[src/rtl/csr_unit_if.sv]
// rtl/csr_unit_if.sv - Decode read, writeback commit, trap/MRET and redirect bundle for csr_unit.
interface csr_unit_if;
    logic [11:0] rd_addr;
    logic [63:0] rd_data;
    logic        wr_valid;
    logic [11:0] wr_addr;
    logic [63:0] wr_data;
    logic        trap_valid;
    logic [63:0] trap_pc;
    logic [63:0] trap_cause;
    logic [63:0] trap_tval;
    logic        mret_valid;
    logic        instret_inc;
    logic        redirect_valid;
    logic [63:0] redirect_pc;
    logic [1:0]  priv;

    modport master (
        output rd_addr, wr_valid, wr_addr, wr_data,
        output trap_valid, trap_pc, trap_cause, trap_tval,
        output mret_valid, instret_inc,
        input  rd_data, redirect_valid, redirect_pc, priv
    );

    modport slave (
        input  rd_addr, wr_valid, wr_addr, wr_data,
        input  trap_valid, trap_pc, trap_cause, trap_tval,
        input  mret_valid, instret_inc,
        output rd_data, redirect_valid, redirect_pc, priv
    );
endinterface

[src/rtl/csr_unit.sv]
// rtl/csr_unit.sv - Machine-mode CSR file with trap entry, MRET, redirect and mcycle/minstret.
module csr_unit #(
    parameter logic [63:0] HARTID = 64'd0
) (
    input  logic       clk,
    input  logic       reset,
    csr_unit_if.slave  bus
);
    localparam logic [11:0] A_MSTATUS  = 12'h300;
    localparam logic [11:0] A_MISA     = 12'h301;
    localparam logic [11:0] A_MIE      = 12'h304;
    localparam logic [11:0] A_MTVEC    = 12'h305;
    localparam logic [11:0] A_MSCRATCH = 12'h340;
    localparam logic [11:0] A_MEPC     = 12'h341;
    localparam logic [11:0] A_MCAUSE   = 12'h342;
    localparam logic [11:0] A_MTVAL    = 12'h343;
    localparam logic [11:0] A_MIP      = 12'h344;
    localparam logic [11:0] A_MCYCLE   = 12'hB00;
    localparam logic [11:0] A_MINSTRET = 12'hB02;
    localparam logic [11:0] A_MHARTID  = 12'hF14;
    localparam logic [63:0] MISA_VAL   = 64'h8000_0000_0000_1100;

    logic        st_mie, st_mpie;
    logic [1:0]  st_mpp;
    logic [63:0] mie_q, mip_q, mscratch_q, mtval_q, mcause_q, mtvec_q, mepc_q;
    logic [63:0] mcycle_q, minstret_q;
    logic [1:0]  priv_q;
    logic        redirect_valid_q;
    logic [63:0] redirect_pc_q;

    logic        mret_en, wr_en;
    logic [63:0] mstatus_val;
    logic        unused_trap_pc0;

    // Trap outranks MRET, which outranks a CSR commit; losers are dropped.
    assign mret_en = bus.mret_valid & ~bus.trap_valid;
    assign wr_en   = bus.wr_valid & ~bus.trap_valid & ~bus.mret_valid;

    assign mstatus_val     = {51'd0, st_mpp, 3'd0, st_mpie, 3'd0, st_mie, 3'd0};
    assign unused_trap_pc0 = bus.trap_pc[0];

    always_comb begin
        bus.rd_data = 64'd0;
        case (bus.rd_addr)
            A_MSTATUS:  bus.rd_data = mstatus_val;
            A_MISA:     bus.rd_data = MISA_VAL;
            A_MIE:      bus.rd_data = mie_q;
            A_MTVEC:    bus.rd_data = mtvec_q;
            A_MSCRATCH: bus.rd_data = mscratch_q;
            A_MEPC:     bus.rd_data = mepc_q;
            A_MCAUSE:   bus.rd_data = mcause_q;
            A_MTVAL:    bus.rd_data = mtval_q;
            A_MIP:      bus.rd_data = mip_q;
            A_MCYCLE:   bus.rd_data = mcycle_q;
            A_MINSTRET: bus.rd_data = minstret_q;
            A_MHARTID:  bus.rd_data = HARTID;
            default:    bus.rd_data = 64'd0;
        endcase
    end

    always_ff @(posedge clk) begin
        if (!reset) begin
            st_mie           <= 1'b0;
            st_mpie          <= 1'b0;
            st_mpp           <= 2'b00;
            mie_q            <= 64'd0;
            mip_q            <= 64'd0;
            mscratch_q       <= 64'd0;
            mtval_q          <= 64'd0;
            mcause_q         <= 64'd0;
            mtvec_q          <= 64'd0;
            mepc_q           <= 64'd0;
            mcycle_q         <= 64'd0;
            minstret_q       <= 64'd0;
            priv_q           <= 2'd3;
            redirect_valid_q <= 1'b0;
            redirect_pc_q    <= 64'd0;
        end else begin
            // Counter writes below override these increments by NBA ordering.
            mcycle_q         <= mcycle_q + 64'd1;
            minstret_q       <= minstret_q + {63'd0, bus.instret_inc};
            redirect_valid_q <= bus.trap_valid | bus.mret_valid;

            if (bus.trap_valid) begin
                mepc_q        <= {bus.trap_pc[63:1], 1'b0};
                mcause_q      <= bus.trap_cause;
                mtval_q       <= bus.trap_tval;
                st_mpie       <= st_mie;
                st_mie        <= 1'b0;
                st_mpp        <= priv_q;
                priv_q        <= 2'd3;
                redirect_pc_q <= mtvec_q;
            end else if (mret_en) begin
                priv_q        <= st_mpp;
                st_mie        <= st_mpie;
                st_mpie       <= 1'b1;
                st_mpp        <= 2'b00;
                redirect_pc_q <= mepc_q;
            end else if (wr_en) begin
                case (bus.wr_addr)
                    A_MSTATUS: begin
                        st_mie  <= bus.wr_data[3];
                        st_mpie <= bus.wr_data[7];
                        st_mpp  <= (bus.wr_data[12:11] == 2'b10) ? 2'b00 : bus.wr_data[12:11];
                    end
                    A_MIE:      mie_q      <= bus.wr_data;
                    A_MTVEC:    mtvec_q    <= {bus.wr_data[63:2], 2'b00};
                    A_MSCRATCH: mscratch_q <= bus.wr_data;
                    A_MEPC:     mepc_q     <= {bus.wr_data[63:1], 1'b0};
                    A_MCAUSE:   mcause_q   <= bus.wr_data;
                    A_MTVAL:    mtval_q    <= bus.wr_data;
                    A_MIP:      mip_q      <= bus.wr_data;
                    A_MCYCLE:   mcycle_q   <= bus.wr_data;
                    A_MINSTRET: minstret_q <= bus.wr_data;
                    default: ;
                endcase
            end
        end
    end

    assign bus.redirect_valid = redirect_valid_q;
    assign bus.redirect_pc    = redirect_pc_q;
    assign bus.priv           = priv_q;
endmodule

[src/flat_wrapper.sv]
// flat-port wrapper written by rule: the top's interface ports become plain ports
module csr_unit_flat 
#(
    parameter logic [63:0] HARTID = 64'd0
)
  (clk, reset, bus_rd_addr, bus_wr_valid, bus_wr_addr, bus_wr_data, bus_trap_valid, bus_trap_pc, bus_trap_cause, bus_trap_tval, bus_mret_valid, bus_instret_inc, bus_rd_data, bus_redirect_valid, bus_redirect_pc, bus_priv);
  csr_unit_if bus_i ();
  input  logic clk;
  input  logic reset;
  input wire logic [$bits(bus_i.rd_addr)-1:0] bus_rd_addr;
  input wire logic [$bits(bus_i.wr_valid)-1:0] bus_wr_valid;
  input wire logic [$bits(bus_i.wr_addr)-1:0] bus_wr_addr;
  input wire logic [$bits(bus_i.wr_data)-1:0] bus_wr_data;
  input wire logic [$bits(bus_i.trap_valid)-1:0] bus_trap_valid;
  input wire logic [$bits(bus_i.trap_pc)-1:0] bus_trap_pc;
  input wire logic [$bits(bus_i.trap_cause)-1:0] bus_trap_cause;
  input wire logic [$bits(bus_i.trap_tval)-1:0] bus_trap_tval;
  input wire logic [$bits(bus_i.mret_valid)-1:0] bus_mret_valid;
  input wire logic [$bits(bus_i.instret_inc)-1:0] bus_instret_inc;
  output wire logic [$bits(bus_i.rd_data)-1:0] bus_rd_data;
  output wire logic [$bits(bus_i.redirect_valid)-1:0] bus_redirect_valid;
  output wire logic [$bits(bus_i.redirect_pc)-1:0] bus_redirect_pc;
  output wire logic [$bits(bus_i.priv)-1:0] bus_priv;
  assign bus_i.rd_addr = bus_rd_addr;
  assign bus_i.wr_valid = bus_wr_valid;
  assign bus_i.wr_addr = bus_wr_addr;
  assign bus_i.wr_data = bus_wr_data;
  assign bus_i.trap_valid = bus_trap_valid;
  assign bus_i.trap_pc = bus_trap_pc;
  assign bus_i.trap_cause = bus_trap_cause;
  assign bus_i.trap_tval = bus_trap_tval;
  assign bus_i.mret_valid = bus_mret_valid;
  assign bus_i.instret_inc = bus_instret_inc;
  assign bus_rd_data = bus_i.rd_data;
  assign bus_redirect_valid = bus_i.redirect_valid;
  assign bus_redirect_pc = bus_i.redirect_pc;
  assign bus_priv = bus_i.priv;
  csr_unit #(.HARTID(HARTID)) u_core (.clk(clk), .reset(reset), .bus(bus_i));
endmodule
[config.mk]
export PLATFORM = sky130hd
export DESIGN_NAME = csr_unit_flat
export DESIGN_NICKNAME = d
export VERILOG_FILES = /design/src/rtl/csr_unit_if.sv /design/src/rtl/csr_unit.sv /design/src/flat_wrapper.sv
export SDC_FILE = /design/constraint.sdc
export NUM_CORES = 2
export LEC_CHECK = 0
export CORE_MARGIN = 5
export CORE_UTILIZATION = 45
export CTS_BUF_LIST = sky130_fd_sc_hd__clkbuf_4 sky130_fd_sc_hd__clkbuf_8 sky130_fd_sc_hd__clkbuf_16
export DETAILED_ROUTE_END_ITERATION = 10
export PLACE_DENSITY_LB_ADDON = 0.12
export SETUP_SLACK_MARGIN = 0.2
export SLEW_MARGIN = 40
export SYNTH_ARGS = -nofsm -noshare
export SYNTH_HDL_FRONTEND = slang
export SYNTH_SLANG_ARGS = --single-unit
[constraint.sdc]
create_clock -name clk -period 3 [get_ports clk]
set_clock_uncertainty 0.05 [all_clocks]
set_input_delay 0.6 -clock clk [delete_from_list [all_inputs] [get_ports clk]]
set_output_delay 0.6 -clock clk [all_outputs]
set_load 0.02 [all_outputs]
Word level (Yosys, flattened, before mapping) --
Cells that the tools add are included.
Storage, ports and cells: register bits after elaboration 644, bits in latches 0, bits in writable memories 0, memory bits (read-only) 0, input bits 286, output and inout port bits 131, logic and storage cells 102, memories 0
Operators by class: $add $sub $neg 2, multiply operators 0, divide/modulo/power cells 0, magnitude comparators 0, equality and inequality tests 23, shift operators 0, mux-type cells 35, bitwise logic cells 8, reduce and logical (&&, ||, !) cells 19
Operators with widths (number):
- 64-bit 2-to-1 mux | 22
- 64-bit case mux with 11 select lines | 1
- 12-bit by 10-bit == test with 1-bit output (second input constant) | 17
- 64-bit by 1-bit adder with 64-bit output | 1
- 64-bit by 1-bit adder with 64-bit output (second input constant) | 1
- 12-bit == test (second input constant) | 4
- 4-bit AND reduction | 4
- 2-bit nonzero test | 7
- 2-bit 2-to-1 mux | 5
- 3-bit AND reduction | 3
- 1-bit 2-to-1 mux | 7
- 3-bit nonzero test | 2
- 1-bit inverter | 4
- 2-bit AND reduction | 2
- 1-bit AND | 3
- 2-bit == test (second input constant) | 1
- 2-bit inequality test (second input constant) | 1
- 2-bit OR reduction | 1
- 1-bit OR | 1

Longest topological paths before layout --
depth after elaboration 6, gate-level depth with buffers 9, depth with buffers taken out 7

Least setup slack after synthesis --
OpenSTA, ideal clock, no wires.
kind input -> output, from input bus_rd_addr[0], to output bus_rd_data[27], data arrival time 2.430 ns, data required time 2.350 ns, setup slack -0.080 ns, stages 9, path buffers 4, cells stage by stage clkbuf_1 > nor4bb_1 > and3_1 > clkbuf_1 > buf_2 > buf_2 > nand2_1 > and3_1 > nand3_1
On the way: longest elaborated chain between the ends 2, elaborated cells on any way between the ends 12, classes of those cells eq/ne: 11; mux: 1
RTL lines:
- start, declared | RTL line flat_wrapper.sv:10 | input wire logic [$bits(bus_i.rd_addr)-1:0] bus_rd_addr;
- 12-bit == test or 12-bit by 10-bit == test with 1-bit output (tied branches) | RTL line csr_unit.sv:44 | case (bus.rd_addr)
- 64-bit case mux with 11 select lines (*) | RTL line csr_unit.sv:44
- end, declared | RTL line flat_wrapper.sv:20 | output wire logic [$bits(bus_i.rd_data)-1:0] bus_rd_data;
Mark *: on every way between the ends. The rest lies on a longest branch, timed or not.

Final worst setup path --
from input bus_rd_addr[4], to output bus_rd_data[11]
The elaborated chain is that of the path after synthesis.

==> impl_metrics.csv <==
group,metric,value,unit
status,status,"complete, but fails checks",
status,violations,"setup timing",
global_routing,grt_overflow_total,0,
floorplanning,initial_core_util,45.3,%
synthesis,synth-edff-count,0,
floorplanning,die_h,270,um
synthesis,postSynthAreaPerCell,8.05,um2
synthesis,synth_top_area_share,42.4,%
cells_and_area,drive_above_1_share,16.1,%
min_path,hold_path.class,"primary input to flop",
cells_and_area,fin_nets,4471,
cts,clockBufferDepth,3,
synthesis,synthArstFlopShare,0,%
floorplanning,num_rows,95,
setup_path,worst-path-max-fanout,6,
drt,vias_per_cell,6.01,
drt,drcViolationCount,0,
setup_path,critPathLaunchType,"primary input",
floorplanning,die-area,0.0728,mm2
sta,finalHoldViolCount,0,
setup_path,critical_path_class,"primary input to output port",
synthesis,syn_inst,3773,
global_routing,grt_max_degree,131,
sta,fin_setup_tns,-7.91,ns
placed_design,hpwl,80300,um
synthesis,netlist_area,0.0304,mm2
drt,num_vias,30701,
synthesis,synth.area.top_cells,"dfxtp_1 42%, a21oi_1 10%, mux2i_1 8.8%",
cts,cts-root-buf,"clkbuf_16",
cells_and_area,post-route-cell-area,0.0414,mm2
global_routing,grt_pass1_vias,29298,
sta,min_period,3.21,ns
cells_and_area,regArea,0.0129,mm2
synthesis,ys_seq_area_share,42.4,%
cts,cts_tree,"built",
cells_and_area,nFillCells,5916,
synthesis,synthFlopType,"dfxtp_1",
placed_design,place_congestion,0.904,
floorplanning,coreArea,0.0670,mm2
drt,drt_first_iter_violations,3230,
cells_and_area,synthToLayoutAreaGrowth,36.3,%
job,maxCapViolCount,0,
sta,fmax,312,MHz
setup_path,cp.required,2.35,ns
cts,clock-sinks,643,
setup_path,end_kind,"output port",
power,p_per_area,469,mW/mm2
cts,clkTransAtPathRegs,0.06,ns
synthesis,synth_cell_types,63,
sta,relSlewSlack,44.8,%
cts,htreeDepth,3,
placed_design,place_area,0.0367,mm2
drt,wl_per_cell,24.4,um
floorplanning,io_pins,417,
global_routing,antenna_found_initial,0,
global_routing,groute.usage.overall,32.2,%
synthesis,ys_seq_elements,643,
drt,wl,125000,um
synthesis,yosysWarnings,0,
sta,rsz0062_at_grt,"true",
cells_and_area,multi_input_area,0.0168,mm2
sta,finalWorstSetupSlack,-0.206,ns
sta,worst-slew-pin-transition,0.829,ns
drt,drt_first_pass_iters,9,
sta,slew_violations,0,
floorplanning,die-width,270,um
placed_design,io_buffer_count,414,
synthesis,synthTopCellsByCount,"649 x nand2_1, 643 x dfxtp_1, 605 x a21oi_1",
synthesis,yosysMostFrequentCell,"nand2_1",
synthesis,synth_top_area_cell,"dfxtp_1",
sta,post-route-period-util,107,%
synthesis,synth_nets,4062,
power,ir_drop,0.383,mV
drt,ant_nets,0,
setup_path,arrival,2.56,ns
global_routing,grt_pass1_wl,185000,um
sta,setup_viol,62,
cts,insertion_delay,0.61,ns
cts,numCtsBuffers,71,
power,leakage,14.3,nW
-- what timing repair did --
item	in CTS	in global routing
gates resized for setup	608	53
endpoints found under the setup margin	64	67
pin swaps	120	56
hold buffers	0	0
buffers inserted	54	11
endpoints found under the hold margin	0	0
gates cloned	20	3
-- per-layer routing --
| layer | wire length, um | GRT usage (%) |
|---|---|---|
| met1 | 50300 | 41.8 |
| met2 | 58300 | 53.0 |
| met3 | 9860 | 5.05 |
| met4 | 6060 | 15.0 |
| met5 | 0 | 0 |
-- critical path: stages --
cell and delay (ns):
buf_8 0.10, nor4b_4 0.34, buf_4 0.23, buf_6 0.11, and3_4 0.25, buf_12 0.15
buf_16 0.15, a22o_1 0.19, a211oi_2 0.06, buf_4 0.17, nand3_4 0.08, buf_6 0.12
-- cells in the final DEF, fill, tap and decap left out, drive strengths merged, types with 13 or more instances in the layout --
master,count
nand2,649
dfxtp,643
a21oi,605
buf,368
clkdlybuf4s50,335
o21ai,281
mux2i,267
nor2,229
clkbuf,108
nand3,92
a22oi,77
xnor2,75
a222oi,70
xor2,49
a211oi,47
nor3,47
nand4,40
and3,33
a221o,26
nor4,26
inv,20
a221oi,16
o211ai,13
-- final cells by class --
type / count / area share (%)
flip-flops and latches: 643 / 31.1
clock buffers: 105 / 5.32
diodes: 1 / 0.00605
well taps: 873 / 2.64
multi-input cells: 2739 / 40.6
repair buffers: 708 / 19.7
clock inverters: 17 / 0.435
inverters: 19 / 0.209
-- sequential cells by signal (all words and copies together) (netlist names) --
register,cells
u_core.mcause_q,64
u_core.mcycle_q,64
u_core.mie_q,64
u_core.minstret_q,64
u_core.mip_q,64
u_core.mscratch_q,64
u_core.mtval_q,64
u_core.bus.redirect_pc,63
u_core.mepc_q,63
u_core.mtvec_q,62
u_core.bus.priv,2
u_core.st_mpp,2
u_core.bus.redirect_valid,1
u_core.st_mie,1
u_core.st_mpie,1
-- path summary, 6_finish.rpt --
check	endpoint	slack, ns	from	cells after the start
hold reg to reg	u_core.mie_q[21]	0.40	u_core.mie_q[21]	2
setup / recovery	bus_rd_data[11]	-0.21	bus_rd_addr[4]	12
hold / removal	u_core.bus.redirect_valid	0.29	bus_mret_valid	3
setup reg to reg	u_core.minstret_q[43]	0.37	u_core.minstret_q[7]	7
-- per-stage QoR --
| stage | hold WS, ns | cells | power (mW) | util, % | setup WS [ns] |
|---|---|---|---|---|---|
| after global placement | 0.391 | 4894 | 10.6 | 54.7 | -1.18 |
| after global routing | 0.313 | 5104 | 20.0 | 61.7 | -0.238 |
| after floorplan | 0.386 | 3773 | 9.75 | - | 0.164 |
| after CTS | 0.269 | 5090 | 19.5 | 61.2 | -0.186 |
| after detailed placement | 0.396 | 4894 | 10.6 | 54.7 | -1.23 |
| final | 0.288 | 5105 | 19.4 | 61.7 | -0.206 |
-- logic make-up (layout without fill, tap and decap cells) --
group	Yosys count	count (layout)	synth area share [%]
AOI/OAI and AO/OA	1168	1168	22.5
xor gates and xnor gates	124	124	3.57
DFF	643	643	42.4
and+or+nand+nor	1175	1175	17.1
other	1	2	0.0123
adders and majority gates	3	3	0.124
buffers and inverters	391	849	5.47
muxes	268	268	8.83
-- power by group --
part	switching, mW	internal, mW	total, mW
registers	0.187	8.75	8.94
logic	0.827	0.704	1.53
clock network	3.63	5.34	8.96
total	4.64	14.8	19.4
(Power assumes the default switching activity.)
